==> config.mk <==
export PLATFORM = sky130hd
export DESIGN_NAME = button_encoder
export DESIGN_NICKNAME = d
export VERILOG_FILES = /design/src/rtl/button_encoder_pkg.sv /design/src/rtl/button_encoder_sync_2ff.sv /design/src/rtl/button_encoder.sv
export SDC_FILE = /design/constraint.sdc
export NUM_CORES = 1
export LEC_CHECK = 0
export BUFFER_PORTS_ARGS = -buffer_cell sky130_fd_sc_hd__buf_2
export CAP_MARGIN = 10
export CORE_UTILIZATION = 60
export CTS_CLUSTER_SIZE = 10
export DETAILED_ROUTE_END_ITERATION = 10
export GPL_TIMING_DRIVEN = 0
export PLACE_DENSITY = 0.79
export SYNTH_ARGS = -nofsm -noshare
export SYNTH_HDL_FRONTEND = slang
export SYNTH_HIERARCHICAL = 1
export SYNTH_SLANG_ARGS = --single-unit
==> constraint.sdc <==
create_clock -name CLK -period 3.6 [get_ports CLK]
set_clock_uncertainty 0.1 [all_clocks]
set_input_delay 0.18 -clock CLK [delete_from_list [all_inputs] [get_ports CLK]]
set_output_delay 0.18 -clock CLK [all_outputs]
set_load 0.02 [all_outputs]
==> src/rtl/button_encoder_pkg.sv <==
// Shared constants, FSM state encoding and one-hot helpers for button_encoder.
package button_encoder_pkg;

  localparam int DEFAULT_DEBOUNCE_CYCLES = 100000;

  typedef enum logic [2:0] {
    BTN_IDLE_S      = 3'd0,
    BTN_DEB_PRESS_S = 3'd1,
    BTN_PRESSED_S   = 3'd2,
    BTN_DEB_REL_S   = 3'd3,
    BTN_LOCKOUT_S   = 3'd4
  } btn_state_e;

  function automatic logic is_onehot4(input logic [3:0] v);
    return (v != 4'd0) && ((v & (v - 4'd1)) == 4'd0);
  endfunction

  // Only meaningful for one-hot input; callers check is_onehot4 first.
  function automatic logic [1:0] enc4(input logic [3:0] v);
    logic [1:0] idx;
    idx = 2'd0;
    for (int i = 0; i < 4; i++) begin
      if (v[i]) idx = 2'(i);
    end
    return idx;
  endfunction

endpackage

==> src/rtl/button_encoder_sync_2ff.sv <==
// Two-flop synchronizer for asynchronous inputs; Q resets to zero.
module sync_2ff #(
  parameter int WIDTH = 1
) (
  input  logic             CLK,
  input  logic             RST_N,
  input  logic [WIDTH-1:0] D,
  output logic [WIDTH-1:0] Q
);

  logic [WIDTH-1:0] meta_q;
  logic [WIDTH-1:0] sync_q;

  always_ff @(posedge CLK or negedge RST_N) begin
    if (!RST_N) begin
      meta_q <= '0;
      sync_q <= '0;
    end else begin
      meta_q <= D;
      sync_q <= meta_q;
    end
  end

  assign Q = sync_q;

endmodule

==> src/rtl/button_encoder.sv <==
// Debounces four colour buttons and encodes a single held button into KEY/KEY_VALID.
// Optional BTN_PRESS_PULSE_EN adds a one-cycle KEY_PRESS strobe on each accepted press.
module button_encoder
  import button_encoder_pkg::*;
#(
  parameter int DEBOUNCE_CYCLES = DEFAULT_DEBOUNCE_CYCLES,
  parameter int CNT_W           = $clog2(DEBOUNCE_CYCLES + 1)
) (
  input  logic       CLK,
  input  logic       RST_N,
  input  logic [3:0] BTN,
  output logic [1:0] KEY,
  output logic       KEY_VALID,
`ifdef BTN_PRESS_PULSE_EN
  output logic       KEY_PRESS,
`endif
  output btn_state_e STATE_DBG
);

  localparam logic [CNT_W-1:0] CNT_ONE  = CNT_W'(1);
  localparam logic [CNT_W-1:0] CNT_LAST = CNT_W'(DEBOUNCE_CYCLES - 1);

  logic [3:0]       s;
  btn_state_e       state_q;
  logic [3:0]       cand_q;
  logic [CNT_W-1:0] cnt_q;
  logic [1:0]       key_q;
  logic             kv_q;
`ifdef BTN_PRESS_PULSE_EN
  logic             press_q;
`endif

  sync_2ff #(.WIDTH(4)) u_sync (
    .CLK   (CLK),
    .RST_N (RST_N),
    .D     (BTN),
    .Q     (s)
  );

  // KEY/KEY_VALID is a level-valid pair with no ready: KEY is stable whenever
  // KEY_VALID is high and only changes on the edge where KEY_VALID rises.
  always_ff @(posedge CLK or negedge RST_N) begin
    if (!RST_N) begin
      state_q <= BTN_IDLE_S;
      cand_q  <= '0;
      cnt_q   <= '0;
      key_q   <= '0;
      kv_q    <= 1'b0;
`ifdef BTN_PRESS_PULSE_EN
      press_q <= 1'b0;
`endif
    end else begin
`ifdef BTN_PRESS_PULSE_EN
      press_q <= 1'b0;
`endif
      case (state_q)
        BTN_IDLE_S: begin
          if (s != 4'd0) begin
            cand_q  <= s;
            cnt_q   <= CNT_ONE;
            state_q <= BTN_DEB_PRESS_S;
          end
        end
        BTN_DEB_PRESS_S: begin
          if (s == 4'd0) begin
            state_q <= BTN_IDLE_S;
          end else if (s != cand_q) begin
            cand_q <= s;
            cnt_q  <= CNT_ONE;
          end else if (cnt_q == CNT_LAST) begin
            if (is_onehot4(s)) begin
              key_q   <= enc4(s);
              kv_q    <= 1'b1;
              state_q <= BTN_PRESSED_S;
`ifdef BTN_PRESS_PULSE_EN
              press_q <= 1'b1;
`endif
            end else begin
              cnt_q   <= '0;
              state_q <= BTN_LOCKOUT_S;
            end
          end else begin
            cnt_q <= cnt_q + CNT_ONE;
          end
        end
        BTN_PRESSED_S: begin
          if (!s[key_q]) begin
            cnt_q   <= CNT_ONE;
            state_q <= BTN_DEB_REL_S;
          end
        end
        BTN_DEB_REL_S: begin
          if (s[key_q]) begin
            state_q <= BTN_PRESSED_S;
          end else if (cnt_q == CNT_LAST) begin
            kv_q <= 1'b0;
            if (s == 4'd0) begin
              state_q <= BTN_IDLE_S;
            end else begin
              cnt_q   <= '0;
              state_q <= BTN_LOCKOUT_S;
            end
          end else begin
            cnt_q <= cnt_q + CNT_ONE;
          end
        end
        BTN_LOCKOUT_S: begin
          // cnt_q counts consecutive all-released samples seen so far.
          if (s != 4'd0) begin
            cnt_q <= '0;
          end else if (cnt_q == CNT_LAST) begin
            state_q <= BTN_IDLE_S;
          end else begin
            cnt_q <= cnt_q + CNT_ONE;
          end
        end
        default: state_q <= BTN_IDLE_S;
      endcase
    end
  end

  assign KEY       = key_q;
  assign KEY_VALID = kv_q;
  assign STATE_DBG = state_q;
`ifdef BTN_PRESS_PULSE_EN
  assign KEY_PRESS = press_q;
`endif

endmodule

==> results.toml <==
[global_route]
grt_pass1_vias = 1551
grt_use_total_pct = 26.6
gr-total-overflow = 0
grt_max_degree = 36
antenna_found_initial = 0
grt_pass1_wl_um = 7130

[floorplanning]
rows = 21
dieArea_sq_um = 3760
die_height_um = 61.3
die_w_um = 61.3
core_sq_um = 3360
start_util_pct = 62.8
io_pins = 12

[critical_path]
cp_data_arrival_time_ns = 2.80
endpoint_kind = "register"
worstPathMaxFanout = 10
critPathRequiredTime_ns = 3.79
setup.worst_path.start_class = "register"
crit_type = "reg -> reg"
r2r_cells = 7

[yosys]
ys_seq_elements = 35
ys_top_cells_by_count = "dfrtp_1, nor2_1, nand2_1, nor3_1"
yosysTopAreaCell = "dfrtp_1"
synth_area_per_cell_sq_um = 10.5
syn_nets = 208
yosys.area.top_type_share_pct = 41.4
synth_edf_count = 0
yosysMostFrequentCell = "dfrtp_1"
synthDistinctLibCells = 63
synth-seq-area-share_pct = 41.4
syn_inst = 201
netlist_top_cells_area = "dfrtp_1, nor2_1, mux2_2, a22o_1, a221o_1"
synthArstFlopShare_pct = 100
syn_area_sq_um = 2110
synth_flop_cell = "dfrtp_1"
yosysWarnings = 6

[sta]
tightestPinTransition_ns = 0.784
slew_headroom_pct = 47.8
period_share_pct = 72.5
rsz0062_at_grt = "no"
setup_viol = 0
hold_viol = 0
fin_crit_ns = 2.61
max_clock_freq_mhz = 383
slew_violations = 0
setup_tns_ns = 0

[power]
total_power_w = 0.00114
p_comb_share_pct = 33.8
power.internal_w = 0.000738
pwr_density_cell_nw_per_um2 = 483
seqPwrFrac_pct = 40.4
p_sw_share_pct = 35.2
leakage_nw = 1.01
p_switching_w = 0.000401
clkPwrFrac_pct = 25.8
irDropWorstVdd_mv = 0.310

[cells_and_area]
nFillCells = 270
n_antenna_cell = 0
syn_to_final_growth_pct = 11.5
drive_gt1_share_pct = 25.3
nets = 231

[drt]
drt-pass1-iter-count = 4
drt-total-wl_um = 4560
viasPerCell = 6.41
vias = 1736
drt_iter0_markers = 162
postRouteAntennaNets = 0
wl_per_cell_um = 16.8
drc = 0

[status]
status = "completed"

[job]
cap_violations = 0

[clocking]
clock-root-buffer = "clkbuf_4"
cts_tree = "yes"
clock_latency_ns = 0.36
clkSinkCount = 35
cts.clk_slew.worst_paths_ns = 0.12
postCtsHoldBufs = 5
htree_levels = 2
cts_setup_buffers = 0
clockBufferDepth = 2
post_cts_resized = 0
cts_buffers = 5

[hold_path]
hold_path_depth = 0
hold_class = "reg -> reg"

[placed_design]
place_congestion = 0.831
place.port_buffers = 11
hpwlAfterDp_um = 3200
cell usage in the layout, fill, tap and decap left out, types with 5 or more instances in the layout:
cell and instances:
a221o_1 5, a22o_1 6, and3_1 7, buf_2 15
clkbuf_4 5, dfrtp_1 35, dlygate4sd3_1 5, inv_1 7
mux2_2 5, nand2_1 12, nand3_1 5, nor2_1 17
nor3_1 8, o21ai_0 5, xnor2_1 5
per-layer routing:
metal / track usage [%] / routed length (um)
met1: 36.1 / 2010
met2: 41.9 / 2270
met3: 5.46 / 229
met4: 10.8 / 59
met5: 0 / 0
registers in the layout, indices dropped and copies added (netlist names):
register,count
cnt_q,17
cand_q,4
u_sync/Q,4
u_sync/meta_q,4
STATE_DBG,3
KEY,2
KEY_VALID,1
power by group through the flow:
stage          clock (W)  combinational (W)  sequential (W)
2_1_floorplan          0           0.000284        0.000471
3_3_place_gp           0           0.000358        0.000464
3_5_place_dp           0           0.000378        0.000467
4_1_cts         0.000295           0.000384        0.000459
5_1_grt         0.000311           0.000420        0.000465
6_report        0.000294           0.000385        0.000460
area by class of cell:
| cell class | instances | area (sq um) | share of cell area [%] |
|---|---|---|---|
| buffer | 12 | 87.6 | 3.72 |
| clock buffer | 5 | 37.5 | 1.59 |
| clock inverter | 3 | 43.8 | 1.86 |
| inverter | 7 | 26.3 | 1.11 |
| multi-input combinational | 147 | 1120 | 47.7 |
| sequential | 35 | 876 | 37.2 |
| tap | 46 | 57.6 | 2.44 |
| timing repair buffer | 16 | 105 | 4.46 |
path summary, 6_finish.rpt:
path	from	endpoint	slack, ns
hold reg to reg	u_sync/meta_q[3]$_DFF_PN0_	u_sync/Q[3]$_DFF_PN0_	0.24
hold / removal	u_sync/meta_q[3]$_DFF_PN0_	u_sync/Q[3]$_DFF_PN0_	0.24
max in group asynchronous	RST_N	KEY[0]$_DFFE_PN0P_	2.57
setup reg to reg	cnt_q[0]$_DFFE_PN0P_	cnt_q[9]$_DFFE_PN0P_	0.99
setup / recovery	cnt_q[0]$_DFFE_PN0P_	cnt_q[9]$_DFFE_PN0P_	0.99
min in group asynchronous	RST_N	cnt_q[13]$_DFFE_PN0P_	0.32
critical path: stages (launching register included):
cell and delay [ns]:
dfrtp_1 0.45, ha_1 0.26, and4_1 0.27, and4_1 0.27, o32ai_1 0.44, clkbuf_1 0.41, and3_1 0.23, a221o_1 0.11
metrics by stage:
step	worst slack, ns	hold slack, ns	cells	utilization [%]	cell area (sq um)
floorplan	1.38	-0.216	201	-	2110
finish	0.991	0.236	271	70.1	2360
detailed placement	1.07	0.190	258	66.2	2230
CTS	1.02	0.252	271	70.1	2360
global route	0.851	0.269	271	70.1	2360
global placement	1.11	0.184	258	66.2	2230
cells by family (layout without fill, tap and decap cells):
group,after synthesis,in the layout,synth area share [%]
mux,9,9,5.15
compound gates,49,49,21.2
fa+ha+maj,2,2,1.07
xor+xnor,6,6,2.49
buf+inv,19,43,5.39
simple gates,81,81,23.3
flops,35,35,41.4
(Power assumes the default switching activity.)
